==> config.mk <==
export PLATFORM = sky130hd
export DESIGN_NAME = fir_wb_master_param
export DESIGN_NICKNAME = d
export VERILOG_FILES = /design/src/rtl/fir_wb_master_param.sv
export SDC_FILE = /design/constraint.sdc
export NUM_CORES = 1
export LEC_CHECK = 0
export CAP_MARGIN = 20
export CORE_UTILIZATION = 25
export DETAILED_ROUTE_END_ITERATION = 8
export PLACE_DENSITY = 0.5
export SKIP_LAST_GASP = 1
export SYNTH_ARGS = -nofsm -noshare
export SYNTH_HDL_FRONTEND = slang
export SYNTH_SLANG_ARGS = --single-unit
==> constraint.sdc <==
create_clock -name clk -period 3.4 [get_ports clk]
set_clock_uncertainty 0.15 [all_clocks]
set_input_delay 0.68 -clock clk [delete_from_list [all_inputs] [get_ports clk]]
set_output_delay 0.68 -clock clk [all_outputs]
set_load 0.02 [all_outputs]
==> src/rtl/fir_wb_master_param.sv <==
// fir_wb_master_param
// -------------------
// Wishbone classic master that drives a FIR slave. It has one single-transfer
// sequence for each job:
//   - After reset it writes the N_TAPS entries of a local coefficient table
//     to slave addresses 0..N_TAPS-1.
//   - It accepts one sample through a ready/valid handshake and writes it to
//     address N_TAPS.
//   - It idles WAIT_CYCLES cycles, then reads the result from address N_TAPS+1.
//   - It presents the result as a one-cycle strobe.
// The table can be rewritten at any time (coef_we). A coef_reload pulse
// queues a full re-send of the table. The re-send starts only when the
// master is idle, so a sample transaction that is in flight completes first.
//
// Optional build macro: FIR_WB_ACK_TIMEOUT_EN
//   When it is defined, an ack watchdog aborts any strobe that is held
//   TIMEOUT_CYCLES cycles without ack, and sets the sticky err flag.
//   When it is undefined, the master waits for ack forever and err stays 0.
//
// Ports
//   clk, rst          clock, synchronous active-high reset
//   data_in/_valid    sample stream from top; data_in_ready = accept
//   data_out/_valid   result from slave, one-cycle strobe
//   coef_we/idx/data  local coefficient table write port
//   coef_reload       pulse: re-send whole table to slave
//   busy              high except while waiting for input
//   err, err_clr      sticky error flag and its clear
//   adr_o, dat_o, dat_i, we_o, stb_o, cyc_o, ack_i   Wishbone master side

module fir_wb_master_param #(
  parameter int N_TAPS         = 4,
  parameter int DATA_WIDTH     = 16,
  parameter int ADDR_WIDTH     = 4,
  parameter int WAIT_CYCLES    = 3,
  parameter int TIMEOUT_CYCLES = 64,
  localparam int IDX_W         = (N_TAPS > 1) ? $clog2(N_TAPS) : 1
) (
  input  logic                  clk,
  input  logic                  rst,
  input  logic [DATA_WIDTH-1:0] data_in,
  input  logic                  data_in_valid,
  output logic                  data_in_ready,
  output logic [DATA_WIDTH-1:0] data_out,
  output logic                  data_out_valid,
  input  logic                  coef_we,
  input  logic [IDX_W-1:0]      coef_idx,
  input  logic [DATA_WIDTH-1:0] coef_data,
  input  logic                  coef_reload,
  output logic                  busy,
  output logic                  err,
  input  logic                  err_clr,
  output logic [ADDR_WIDTH-1:0] adr_o,
  output logic [DATA_WIDTH-1:0] dat_o,
  input  logic [DATA_WIDTH-1:0] dat_i,
  output logic                  we_o,
  output logic                  stb_o,
  output logic                  cyc_o,
  input  logic                  ack_i
);

  localparam logic [2:0] ST_LOAD_COEFF  = 3'd0;
  localparam logic [2:0] ST_WAIT_INPUT  = 3'd1;
  localparam logic [2:0] ST_SEND_SAMPLE = 3'd2;
  localparam logic [2:0] ST_WAIT_RESULT = 3'd3;
  localparam logic [2:0] ST_READ_RESULT = 3'd4;

  localparam logic [IDX_W-1:0]      LAST_IDX_C   = IDX_W'(N_TAPS - 1);
  localparam logic [ADDR_WIDTH-1:0] SAMPLE_ADR_C = ADDR_WIDTH'(N_TAPS);
  localparam logic [ADDR_WIDTH-1:0] RESULT_ADR_C = ADDR_WIDTH'(N_TAPS + 1);
  localparam logic [7:0]            WAIT_LOAD_C  = 8'(WAIT_CYCLES);

  logic [2:0]            state_r;
  logic [IDX_W-1:0]      idx_r;
  logic [7:0]            wait_cnt_r;
  logic [DATA_WIDTH-1:0] coef_r [N_TAPS];
  logic                  reload_pending_r;
  logic [ADDR_WIDTH-1:0] adr_r;
  logic [DATA_WIDTH-1:0] dat_r;
  logic                  we_r;
  logic                  stb_r;
  logic                  cyc_r;
  logic [DATA_WIDTH-1:0] data_out_r;
  logic                  data_out_valid_r;
  logic                  data_in_ready_r;
  logic                  busy_r;
  logic                  err_r;

  logic                  timeout_s;
  logic                  xfer_done_s;
  logic                  load_done_s;

`ifdef FIR_WB_ACK_TIMEOUT_EN
  localparam int WD_W = $clog2(TIMEOUT_CYCLES + 1);
  localparam logic [WD_W-1:0] WD_LIMIT_C = WD_W'(TIMEOUT_CYCLES - 1);

  logic [WD_W-1:0] wd_cnt_r;

  // Watchdog fires in the cycle that completes TIMEOUT_CYCLES strobe cycles without ack
  always_comb begin
    timeout_s = 1'b0;
    if (stb_r && !ack_i && (wd_cnt_r == WD_LIMIT_C)) begin
      timeout_s = 1'b1;
    end else begin
      timeout_s = 1'b0;
    end
  end

  // Watchdog counter: held at zero while the strobe is low, so every strobe rise starts from 0
  always_ff @(posedge clk) begin
    if (rst) begin
      wd_cnt_r <= '0;
    end else if (!stb_r) begin
      wd_cnt_r <= '0;
    end else if (!ack_i) begin
      wd_cnt_r <= wd_cnt_r + WD_W'(1);
    end else begin
      wd_cnt_r <= wd_cnt_r;
    end
  end
`else
  // Without the watchdog no transfer is ever aborted
  always_comb begin
    timeout_s = 1'b0;
  end
`endif

  // Transfer completion (ack or abort) and end-of-table detection
  always_comb begin
    xfer_done_s = stb_r && (ack_i || timeout_s);
    load_done_s = 1'b0;
    if ((state_r == ST_LOAD_COEFF) && xfer_done_s && (idx_r == LAST_IDX_C)) begin
      load_done_s = 1'b1;
    end else begin
      load_done_s = 1'b0;
    end
  end

  // Local coefficient table: reset pattern i+1, written by coef_we in any state
  always_ff @(posedge clk) begin
    if (rst) begin
      for (int i = 0; i < N_TAPS; i++) begin
        coef_r[i] <= DATA_WIDTH'(i + 1);
      end
    end else if (coef_we && (int'(coef_idx) < N_TAPS)) begin
      coef_r[coef_idx] <= coef_data;
    end else begin
      coef_r <= coef_r;
    end
  end

  // Reload request: a new pulse wins over the clear at the end of a load, so none is lost
  always_ff @(posedge clk) begin
    if (rst) begin
      reload_pending_r <= 1'b0;
    end else if (coef_reload) begin
      reload_pending_r <= 1'b1;
    end else if (load_done_s) begin
      reload_pending_r <= 1'b0;
    end else begin
      reload_pending_r <= reload_pending_r;
    end
  end

  // Sticky error flag: a new timeout wins over err_clr
  always_ff @(posedge clk) begin
    if (rst) begin
      err_r <= 1'b0;
    end else if (timeout_s) begin
      err_r <= 1'b1;
    end else if (err_clr) begin
      err_r <= 1'b0;
    end else begin
      err_r <= err_r;
    end
  end

  // Main sequencer: drives all bus signals and the stream handshake from registers
  always_ff @(posedge clk) begin
    if (rst) begin
      state_r          <= ST_LOAD_COEFF;
      idx_r            <= '0;
      wait_cnt_r       <= 8'd0;
      adr_r            <= '0;
      dat_r            <= '0;
      we_r             <= 1'b0;
      stb_r            <= 1'b0;
      cyc_r            <= 1'b0;
      data_out_r       <= '0;
      data_out_valid_r <= 1'b0;
      data_in_ready_r  <= 1'b0;
      busy_r           <= 1'b1;
    end else begin
      data_out_valid_r <= 1'b0;
      case (state_r)
        ST_LOAD_COEFF: begin
          data_in_ready_r <= 1'b0;
          if (xfer_done_s) begin
            // An aborted index is simply skipped
            stb_r <= 1'b0;
            cyc_r <= 1'b0;
            we_r  <= 1'b0;
            if (idx_r == LAST_IDX_C) begin
              state_r <= ST_WAIT_INPUT;
              busy_r  <= 1'b0;
            end else begin
              idx_r <= idx_r + IDX_W'(1);
            end
          end else if (!stb_r) begin
            // Strobe low here means the idle cycle after a transfer has elapsed
            adr_r <= ADDR_WIDTH'(idx_r);
            dat_r <= coef_r[idx_r];
            we_r  <= 1'b1;
            stb_r <= 1'b1;
            cyc_r <= 1'b1;
          end else begin
            stb_r <= stb_r;
          end
        end
        ST_WAIT_INPUT: begin
          if (reload_pending_r) begin
            state_r         <= ST_LOAD_COEFF;
            idx_r           <= '0;
            data_in_ready_r <= 1'b0;
            busy_r          <= 1'b1;
          end else if (data_in_valid && data_in_ready_r) begin
            adr_r           <= SAMPLE_ADR_C;
            dat_r           <= data_in;
            we_r            <= 1'b1;
            stb_r           <= 1'b1;
            cyc_r           <= 1'b1;
            data_in_ready_r <= 1'b0;
            state_r         <= ST_SEND_SAMPLE;
            busy_r          <= 1'b1;
          end else begin
            data_in_ready_r <= 1'b1;
          end
        end
        ST_SEND_SAMPLE: begin
          if (xfer_done_s) begin
            stb_r <= 1'b0;
            cyc_r <= 1'b0;
            we_r  <= 1'b0;
            if (timeout_s) begin
              state_r <= ST_WAIT_INPUT;
              busy_r  <= 1'b0;
            end else begin
              wait_cnt_r <= WAIT_LOAD_C;
              state_r    <= ST_WAIT_RESULT;
            end
          end else begin
            stb_r <= stb_r;
          end
        end
        ST_WAIT_RESULT: begin
          // Strobe rises on the edge that sees zero: WAIT_CYCLES+1 edges after the ack edge
          if (wait_cnt_r == 8'd0) begin
            adr_r   <= RESULT_ADR_C;
            we_r    <= 1'b0;
            stb_r   <= 1'b1;
            cyc_r   <= 1'b1;
            state_r <= ST_READ_RESULT;
          end else begin
            wait_cnt_r <= wait_cnt_r - 8'd1;
          end
        end
        ST_READ_RESULT: begin
          if (xfer_done_s) begin
            stb_r            <= 1'b0;
            cyc_r            <= 1'b0;
            we_r             <= 1'b0;
            data_out_r       <= timeout_s ? '0 : dat_i;
            data_out_valid_r <= 1'b1;
            state_r          <= ST_WAIT_INPUT;
            busy_r           <= 1'b0;
          end else begin
            stb_r <= stb_r;
          end
        end
        default: begin
          state_r         <= ST_LOAD_COEFF;
          idx_r           <= '0;
          stb_r           <= 1'b0;
          cyc_r           <= 1'b0;
          we_r            <= 1'b0;
          data_in_ready_r <= 1'b0;
          busy_r          <= 1'b1;
        end
      endcase
    end
  end

  assign adr_o          = adr_r;
  assign dat_o          = dat_r;
  assign we_o           = we_r;
  assign stb_o          = stb_r;
  assign cyc_o          = cyc_r;
  assign data_out       = data_out_r;
  assign data_out_valid = data_out_valid_r;
  assign data_in_ready  = data_in_ready_r;
  assign busy           = busy_r;
  assign err            = err_r;

endmodule

# --- After elaboration in Yosys (flattened, before gate mapping) ---
# Index checks and enable logic that the tools add are counted.
op_classes:
  reduce_logical: 24
  bitwise: 5
  eq_ne: 20
  order_cmp: 3
  mux: 54
  add_sub_neg: 2
ops:
  columns: ["op", "count"]
  rows:
  - ["$mux W16", 7]
  - ["$bwmux W64", 1]
  - ["$bmux W16 S2", 1]
  - ["$demux W16 S2", 1]
  - ["$pmux W16 S2", 1]
  - ["$ne A2 B2 Y1 const B", 11]
  - ["$mux W3", 7]
  - ["$mux W4", 5]
  - ["$mux W1", 17]
  - ["$mux W8", 2]
  - ["$pmux W1 S4", 4]
  - ["$pmux W8 S2", 1]
  - ["$pmux W3 S5", 1]
  - ["$reduce_and A5 Y1", 3]
  - ["$pmux W4 S3", 1]
  - ["$reduce_and A6 Y1", 2]
  - ["$logic_not A8 Y1", 1]
  - ["$reduce_and A4 Y1", 2]
  - ["$sub A8 B1 Y8 const B", 1]
  - ["$eq A3 B2 Y1 const B", 2]
  - ["$ge A3 B3 Y1 const B", 2]
  - ["$mux W2", 3]
  - ["$ne A3 B3 Y1 const B", 2]
  - ["$not A2 Y3", 2]
  - ["other kinds (17)", 28]
word_totals:
  reg_bits: 120
  out_inout_bits: 43
  in_bits: 57

# --- Longest topological paths before layout ---
logic_depth:
  depth_word: 7
  depth_mapped: 8

# --- Worst setup path before layout ---
# Ideal clock, no wire load.
synth_path:
  kind: "in2reg"
  from: "in rst"
  to: "reg coef_r[15] in the netlist's numbering"
  path_slack_ns: 1.570
  setup_ns: 0.132
  stages: 4
  t_arrival_ns: 1.548
  path_buffers: 3
  path_cell_list: "clkbuf_1 -> buf_1 -> buf_1 -> a21oi_1"
synth_lines:
  columns: ["element", "line", "rtl"]
  rows:
  - ["start, declared", "39", "input logic rst,"]
  - ["end signal, assigned by index", "142", "coef_r[i] <= DATA_WIDTH'(i + 1);"]
  - ["end signal, assigned by index", "145", "coef_r[coef_idx] <= coef_data;"]
  - ["end signal, assigned", "147", "coef_r <= coef_r;"]
  - ["end, declared", "75", "logic [DATA_WIDTH-1:0] coef_r [N_TAPS];"]
# No word-level cell between the ends.

# --- Final worst setup path ---
layout_path:
  from: "reg stb_r, in the netlist stb_o"
  to: "out stb_o"
layout_lines:
  columns: ["element", "line", "rtl"]
  rows:
  - ["start, declared", "80", "logic stb_r;"]
  - ["start signal, assigned", "216", "stb_r <= stb_r;"]
  - ["start signal, assigned", "251", "stb_r <= stb_r;"]
  - ["start signal, assigned", "276", "stb_r <= stb_r;"]
  - ["end, declared", "56", "output logic stb_o,"]
# No word-level cell between the ends.

==> results by stage <==
Outcome:
- The run finished with clean final reports.

Drt:
- The first-pass iteration count of the detailed router is 4.
- The number of DRC violations after detailed routing is 0.
- The detailed-route wire length per cell is 15.1 µm.
- The sum of routed wire length over all layers is 14800 µm.
- The total via count after detailed routing is 4503.
- In this run the remaining antenna-violating nets after routing total 0.
- The via density per instance is 4.59.
- After the first detailed-routing iteration, the DRC count stood at 358.

Floorplanning:
- Measured along the x axis, the die boundary spans 147 µm.
- Pin placement for this block handled 100 I/O pins.
- The initial standard-cell utilization of the core is 25.7%.
- In this run the vertical extent of the chip is 147 µm.
- The die covers 0.0216 mm².
- The core region is 0.0204 mm².
- After floorplanning, the core was divided into 52 placement rows.

Synth:
- Counting flops and latches in the post-synthesis netlist gives 119.
- The number of synthesized flops with an enable pin is 0.
- The compound-gate portion of the synthesized area is 15.4%.
- The share of the synthesized area in the top cell type is 45.4%.
- The share of cell area taken by muxes after synthesis is 11.3%.
- A synthesized cell averages 8.49 µm².
- Ranked by instance count, the synthesized netlist is headed by sky130_fd_sc_hd__nand2_1 (177), sky130_fd_sc_hd__dfxtp_1 (119), sky130_fd_sc_hd__a21oi_1 (102).
- The count of yosys warnings during synthesis is 0.
- After synthesis, the cell types taking the most area are sky130_fd_sc_hd__dfxtp_1 (45%), sky130_fd_sc_hd__nand2_1 (13%), sky130_fd_sc_hd__a21oi_1 (9.7%), sky130_fd_sc_hd__mux4_2 (6.9%), sky130_fd_sc_hd__mux2i_1 (4.0%).
- The post-synth design cell area is 0.00525 mm².
- The dominant cell type by area after synthesis is sky130_fd_sc_hd__dfxtp_1.
- The post-synthesis simple-gate area fraction is 22.4%.
- After synthesis, flip-flops and latches occupy 45.4% of the total area.
- After Yosys synthesis, XOR and XNOR cells account for 0% of the synthesized area.
- The combinational family with the most area after synthesis is simple AND/OR/NAND/NOR gates.
- The synthesized-area fraction occupied by adder cells is 0.715%.
- The synthesized instance count is 618.
- Of all flip-flops after synthesis, the portion carrying an async set or reset was 0%.
- The netlist uses 52 different library cells.
- Among all cell types in the netlist, the one instantiated most often is sky130_fd_sc_hd__nand2_1.
- The dominant register cell in the synthesized netlist is sky130_fd_sc_hd__dfxtp_1.

Final layout:
- The final layout contains 758 nets.
- The total of fill cells in the finished design is 2159.
- Cells fill 34.4% of the core in the end.
- The repair_antennas step left the layout with diodes totalling 0.
- Relative to the synthesized area, the layout overhead comes to 34.1%.
- The area of combinational cells with multiple inputs is 0.00262 mm².
- Cells with a size suffix above 1 make up 10.1% of the layout.
- The sequential cell area is 0.00238 mm².
- The filler-free cell count of the finished design is 981.

Power and ir drop:
- Power spread over the standard cell area amounts to 591 mW/mm².
- The analysis attributes to cell leakage a power of 2.55 nW.
- After layout, the design draws a total of 4.16 mW.
- The worst-case vdd ir drop is 0.208 mV.

Worst setup path:
- The worst setup path is launched from a flop.
- Data arrives at the worst endpoint at 1.61 ns.
- The class of the most critical setup path is flop to output pin.
- The critical path goes through clkdlybuf4s50_1.
- The delay contributed by the slowest stage of the critical path is 0.68 ns.
- The worst-path maximum fanout is 10.
- The kind of end point of the critical path is an output pin.
- The largest delay contributor family on the critical path is buffers and inverters.
- The number of buffers and inverters on the critical path is 1.
- The required time at the worst-slack endpoint is 2.57 ns.
- On the critical path, the stage with the largest delay is an instance of sky130_fd_sc_hd__clkdlybuf4s50_1.

Global routing:
- The via count of the first global-routing pass is 4357.
- Global routing finished with a remaining overflow of 0.
- The initial antenna violation count came to 1.
- The first global-routing pass estimated 24200 µm of wire.
- For this run, the total global-route usage over all layers was measured as 14.6%.
- Entering global routing, the biggest net connects 58 pins.

STA:
- Setup repair after global routing left no endpoint under its margin.
- At the pin with the least slew margin, the transition time is 0.795 ns.
- The smallest hold slack is 0.301 ns.
- The count of final max-slew check failures came to 0.
- Static timing analysis puts the maximum clock frequency at 410 MHz.
- The total setup violations reported at the end of the flow is 0.
- The count of endpoints failing hold in the final timing report came to 0.
- The worst path uses 71.8% of the clock period.
- In the final timing run, aggregate negative setup slack is 0 ns.
- After layout, the minimum clock period comes to 2.44 ns.
- The worst relative slew slack is 47.0%.

Clock tree:
- After clock tree synthesis, the repair step resized 0 gates.
- TritonCTS built the clock tree.
- The quantity of hold-fixing buffers added after cts is 0.
- The clock network latency to the later pin of the worst-skew pair is 0.42 ns.
- The clock tree synthesis step divided the H-tree into 4 levels.
- The buffer type at the clock tree root is sky130_fd_sc_hd__clkbuf_16.
- The clock drives 119 sinks.
- The number of clock buffers inserted by TritonCTS is 17.
- The maximum buffer depth of the clock tree is 2.
- The clock-pin transition on the worst setup and hold timing paths is 0.05 ns.
- Once the clock tree was built, the setup fixing pass inserted 0 buffers.

Place:
- The congestion estimate from routability-driven global placement came to 0.761.
- Input and output buffers added on the ports amount to 96.
- Including well taps, the total number of placed cells is 949.
- After legalization and detailed placement, the total HPWL measured 9750 µm.

Flow run:
- The count of max-cap constraint violations is 0.

Min path:
- The path category of the worst min-delay check is flop to flop.
kinds of logic after synthesis:
family,after synthesis
other,1
buffers and inverters,53
and+or+nand+nor,254
adders and majority gates,3
muxes,39
AOI/OAI and AO/OA,149
DFF,119
cell usage in the layout, fill, tap and decap left out, types with 3 or more instances in the layout:
master / instances
sky130_fd_sc_hd__nor3_1: 6
sky130_fd_sc_hd__o21ai_0: 25
sky130_fd_sc_hd__or4_1: 3
sky130_fd_sc_hd__bufinv_16: 4
sky130_fd_sc_hd__clkinv_2: 4
sky130_fd_sc_hd__a21oi_1: 102
sky130_fd_sc_hd__nand3_1: 13
sky130_fd_sc_hd__clkdlybuf4s50_1: 95
sky130_fd_sc_hd__nor2b_1: 4
sky130_fd_sc_hd__or3_1: 3
sky130_fd_sc_hd__o21a_1: 4
sky130_fd_sc_hd__mux2i_1: 21
sky130_fd_sc_hd__and3_1: 5
sky130_fd_sc_hd__nand2b_1: 7
sky130_fd_sc_hd__nor2_1: 13
sky130_fd_sc_hd__clkbuf_16: 17
sky130_fd_sc_hd__nand2_1: 177
sky130_fd_sc_hd__ha_1: 3
sky130_fd_sc_hd__buf_4: 11
sky130_fd_sc_hd__dfxtp_1: 119
sky130_fd_sc_hd__or2_2: 3
sky130_fd_sc_hd__inv_1: 6
sky130_fd_sc_hd__mux4_2: 16
layout make-up:
type                            count  area share (%)
Timing Repair Buffer              107            14.8
Tap cell                          270            4.80
Clock inverter                     12            2.47
Multi-Input combinational cell    447            37.3
Sequential cell                   119            33.9
Inverter                            6           0.320
Clock buffer                       20            6.49
through the flow:
| stage | worst slack (ns) | cell area, µm² |
|---|---|---|
| floorplan | 1.57 | 5250 |
| global placement | 0.720 | 6400 |
| detailed placement | 0.690 | 6400 |
| CTS | 0.921 | 7040 |
| global route | 0.863 | 7040 |
| finish | 0.959 | 7040 |
sequential cells by signal (all words and copies together), names as in the netlist, 2 cells and up:
register / cells
adr_o: 3
dat_o: 16
data_out: 16
coef_r: 64
state_r: 3
idx_r: 2
wait_cnt_r: 8
worst paths after layout:
kind	slack [ns]	endpoint	startpoint	depth (start not counted)
worst min register to register	0.30	coef_r[28]	coef_r[28]	2
worst max-delay path	0.96	stb_o	stb_o	1
worst max register to register	1.22	we_o	wait_cnt_r[0]	6
worst min-delay path	0.30	coef_r[28]	coef_r[28]	2
power breakdown:
group	internal [mW]	switching [mW]	leakage, nW
logic	0.326	0.367	1.27
clock network	1.26	0.654	0.310
registers	1.48	0.0655	0.968
layer usage:
metal	GRT usage (%)	vias up	share of wire (%)
met5	0	-	0.088
met1	19.6	2104	48
met4	5.31	2	0.69
met2	21.5	90	46
li1	-	2297	-
met3	5.09	10	5.3
No activity file was read; power rests on OpenSTA's default activity.
==> patch 1 (same flow settings) <==
Change the parameter `N_TAPS` from 4 to 8.
--- a/src/rtl/fir_wb_master_param.sv
+++ b/src/rtl/fir_wb_master_param.sv
@@ -28,7 +28,7 @@
 //   adr_o, dat_o, dat_i, we_o, stb_o, cyc_o, ack_i   Wishbone master side
 
 module fir_wb_master_param #(
-  parameter int N_TAPS         = 4,
+  parameter int N_TAPS         = 8,
   parameter int DATA_WIDTH     = 16,
   parameter int ADDR_WIDTH     = 4,
   parameter int WAIT_CYCLES    = 3,
Interface: changed (resized coef_idx); port bits go from 100 to 101. The function was not compared with the original's and may differ.
==> patch 1 against the unedited design <==
- count of clock-buffer cells in the layout decreased by 2
- routed wire length rose by 64%
- power up 13%
- synthesized area is 55% higher
- cell area rose by 43%
- setup slack gained 0.052 ns
- sequential cell count grew 66
- hold slack better by 0.0024 ns
- non-clock buffer count rose by 16
- via count rose by 58%
- sequential share of layout area increased by 3.1 points
- largest cell class unchanged
- largest power group is now registers
==> patch 1: results (changes against the unedited design) <==
Route
Signal routing reaches up to met4. The DRC violation total after the first TritonRoute iteration is 610 (+70%). The wire length on met1 was 11.4 mm (+60%). The routed wire length on met2 was 11.3 mm (+67%).

The met3 wire length is 1.31 mm (+66%). The count of vias placed by the detailed router is 7107 (+58%). The final wirelength is 24.2 mm (+64%). The first-pass iteration count of the detailed router is 5 (+1).

Layout
The share of layout cells above drive strength 1 is 7.06% (-3.1 points). The count of filler cells inserted in the layout is 3367 (+56%). The number of flip-flops under the largest register name was 128 (+100%). The number of nets at the end of the flow is 1140 (+50%).

Clock tree
The clock input transition at the sequential cells of the worst setup and hold paths came to 0.07 ns (+0.02 ns).

Global route
The maximum number of pins on one net before global-route repair is 104 (+79%). The via count of the first global-routing pass is 6626 (+52%). The total routing resource utilization after global routing came to 14.8% (+0.17 points).

The met3 capacity usage during global routing is 2.08% (-3.0 points). The met2 global-route usage came to 24.4% (+2.8 points). The routing usage on met1 is 20.2% (+0.63 points). The initial antenna violation count is 0 (-1).

Yosys
The synthesized-area fraction occupied by adder cells is 0.617% (-0.098 points). The post-synthesis share of cell area spent on xor and xnor gates was 0.540% (+0.54 points). The sequential area share after synthesis was 45.7% (+0.28 points).

Sorting the synthesized cells by how often they occur yields 315 x sky130_fd_sc_hd__nand2_1, 185 x sky130_fd_sc_hd__dfxtp_1, 146 x sky130_fd_sc_hd__a21oi_1. The number of distinct standard cells referenced by the synthesized netlist came to 59 (+13%). The complex-gate fraction of the synthesized area was 17.7% (+2.3 points). Ranked by total cell area, the synthesized netlist is headed by sky130_fd_sc_hd__dfxtp_1 46%, sky130_fd_sc_hd__nand2_1 15%, sky130_fd_sc_hd__a21oi_1 9.0%, sky130_fd_sc_hd__mux2i_1 7.9%, sky130_fd_sc_hd__a22oi_1 3.1%. The proportion of synthesized area in mux cells came to 8.32% (-3.0 points).

Power and ir drop
The leakage power summed over all cells is 3.34 nW (+31%).

Timing
The remaining max-slew budget at the tightest pin is 43.9% (-3.1 points). The worst hold slack after final layout is 0.304 ns (+0.00238 ns).

Placed design
The number of buffers added on ports was 98 (+2.1%). The post-DP HPWL is 15.0 mm (+54%). The final RePlAce weighted congestion is 0.731 (-4.0%).

Worst setup path
The highest fanout seen on the critical path came to 8 (-2). The largest stage delay on the critical path is 0.66 ns (-0.02 ns). The flop-to-flop setup slack was 1.04 ns (-0.18 ns).

The number of cells on the worst reg-to-reg path is 4 (-2). The data arrival time of the critical path is 1.56 ns (-0.05 ns). The startpoint identified for the worst register-to-register timing path is state_r[2]$_SDFFE_PP0P_.

The worst flop-to-flop path endpoint is dat_o[14]$_SDFFE_PP0P_.

Min path
The worst-case hold path end point is coef_r[109]$_SDFFE_PP0P_. The beginning of the worst hold path is coef_r[109]$_SDFFE_PP0P_.

Status
The flow ran to the end, and the final reports show no timing, DRC or antenna violations.
[patch 1: through the flow]
stage,cells,worst slack [ns],util (%),cell area (µm²)
2_1_floorplan,1021,1.46,-,8110
3_3_place_gp,1461,0.701,29.8,9440
3_5_place_dp,1461,0.697,29.8,9440
4_1_cts,1493,0.982,31.6,10000
5_1_grt,1493,0.912,31.6,10000
6_report,1493,1.01,31.6,10000
[patch 1: report_power, final]
part / total (mW) / leakage [nW] / switching (mW) / internal (mW)
clock: 1.99 / 0.287 / 0.942 / 1.05
combinational: 0.428 / 1.55 / 0.238 / 0.190
sequential: 2.27 / 1.50 / 0.0450 / 2.22
[patch 1: cell type report]
cell class	instances	area (µm²)	share of cell area, %
multi-input combinational	745	4020	40.0
sequential	185	3710	37.0
timing repair buffer	123	1190	11.9
tap	402	503	5.01
clock buffer	18	429	4.28
clock inverter	14	161	1.61
inverter	6	22.5	0.225
==> patch 2 (config.mk and constraints unchanged) <==
Without the edit above. Register the output `err` once more, cleared by the reset; this adds one clock of latency there. The other outputs are not delayed to match. Comments in the files are not updated.
--- a/src/rtl/fir_wb_master_param.sv
+++ b/src/rtl/fir_wb_master_param.sv
@@ -298,7 +298,13 @@
   assign data_out_valid = data_out_valid_r;
   assign data_in_ready  = data_in_ready_r;
   assign busy           = busy_r;
-  assign err            = err_r;
+  always_ff @(posedge clk) begin
+    if (rst) begin
+      err <= '0;
+    end else begin
+      err <= err_r;
+    end
+  end
 
 endmodule
 
Check against the original RTL: no difference found for any inputs over 4 cycles, from zero or initial values and one cycle with rst high; that may be too few to reach the edited logic, so the function may still have changed.
==> patch 2 against the unedited design <==
- routed wire length down 0.55%
- sequential share of layout area up 0.11 points
- cell area down 0.32%
- highest routed layer is now met4
- synthesized area down 0.19%
- largest cell class unchanged
- sequential cell count unchanged
- first-iteration DRC count down 8.9%
- setup slack better by 0.072 ns
Power is not compared: it rests on default switching activity, and its combinational part moved more than twofold at a synthesized area within 25%.
==> patch 2: results (changes against the unedited design) <==
Layout
The count of filler cells inserted in the layout is 2071 (-4.1%). The share of layout cells above drive strength 1 came to 12.0% (+1.8 points).

Worst setup path
In this run the critical register-to-register path is launched from state_r[0]$_SDFFE_PP0P_. The number of cells on the worst reg-to-reg path came to 5 (-1). The flop-to-flop setup slack is 1.12 ns (-0.10 ns). The worst flop-to-flop path endpoint is adr_o[1]$_SDFFE_PP0P_. The highest fanout seen on the critical path is 8 (-2).

The data arrival time of the critical path is 1.54 ns (-0.07 ns).

Yosys
The area share of the largest cell type after synthesis is 45.5% (+0.087 points). The complex-gate fraction of the synthesized area came to 16.6% (+1.2 points). The number of distinct standard cells referenced by the synthesized netlist is 54 (+3.8%). Sorting the synthesized cells by area gives the leading types as sky130_fd_sc_hd__dfxtp_1 45%, sky130_fd_sc_hd__nand2_1 12%, sky130_fd_sc_hd__a21oi_1 8.7%, sky130_fd_sc_hd__mux4_2 6.9%, sky130_fd_sc_hd__a211oi_2 3.8%. The proportion of synthesized area in mux cells is 10.5% (-0.79 points). The post-synthesis share of cell area spent on xor and xnor gates is 0.167% (+0.17 points).

Placed design
The placed instance area is 0.00640 mm² (about the same). The post-DP HPWL was 9.70 mm (-0.54%). The final RePlAce weighted congestion came to 0.762 (+0.14%).

Min path
The startpoint identified for the worst hold timing path is coef_r[30]$_SDFFE_PP0P_. The worst-case hold path end point is coef_r[30]$_SDFFE_PP0P_.

Route
The mean routed wirelength per cell is 15.2 µm (+0.89%). The DRC violation total after the first TritonRoute iteration is 326 (-8.9%). The routed wire length on met2 is 6.94 mm (+2.5%). The count of vias placed by the detailed router was 4521 (+0.40%). The detailed router used layers up to and including met4.

Global route
The global-route wire length before repair came to 23.7 mm (-2.0%). The initial antenna violation count is 3 (+2). The routing usage on met1 is 17.6% (-2.0 points).

Timing
The remaining max-slew budget at the tightest pin is 47.3% (+0.28 points).

Status
The run finished with clean final reports.
## patch 2: final cells by class
class	instances	area [µm²]	share of cell area, %
Antenna cell	3	7.51	0.107
Clock buffer	17	425	6.07
Clock inverter	15	179	2.55
Inverter	3	11.3	0.161
Multi-Input combinational cell	434	2640	37.6
Sequential cell	119	2380	34.0
Tap cell	270	338	4.82
Timing Repair Buffer	106	1030	14.7
## patch 2: worst max-delay path by stage
stage                                       start                       end  slack [ns]
after floorplan                stb_o$_SDFFE_PP0P_    dat_o[12]$_SDFFE_PP0P_        1.45
after global placement                      ack_i  data_out[0]$_SDFFE_PP0P_        0.77
after detailed placement                    ack_i  data_out[2]$_SDFFE_PP0P_        0.71
after CTS                      stb_o$_SDFFE_PP0P_                     stb_o         1.0
after global routing      state_r[0]$_SDFFE_PP0P_     adr_o[2]$_SDFFE_PP0P_        0.94
final                          stb_o$_SDFFE_PP0P_                     stb_o        1.03
## patch 2: through the flow
step | instances | util [%] | setup WS [ns] | hold slack [ns] | total power, mW
2_1_floorplan | 604 | - | 1.45 | 0.282 | 1.67
3_3_place_gp | 932 | 31.4 | 0.768 | 0.288 | 1.82
3_5_place_dp | 932 | 31.4 | 0.713 | 0.293 | 1.83
4_1_cts | 964 | 34.4 | 0.997 | 0.301 | 3.67
5_1_grt | 964 | 34.4 | 0.939 | 0.325 | 3.77
6_report | 967 | 34.4 | 1.03 | 0.300 | 3.62
## patch 2: cells by family after synthesis
family | Yosys count
muxes | 35
AOI/OAI and AO/OA | 132
buffers and inverters | 51
DFF | 119
adders and majority gates | 3
and+or+nand+nor | 261
xor gates and xnor gates | 1
other | 1
## patch 2: power by group
part	internal, mW	switching (mW)
sequential	1.44	0.0244
combinational	0.159	0.172
clock	1.15	0.671
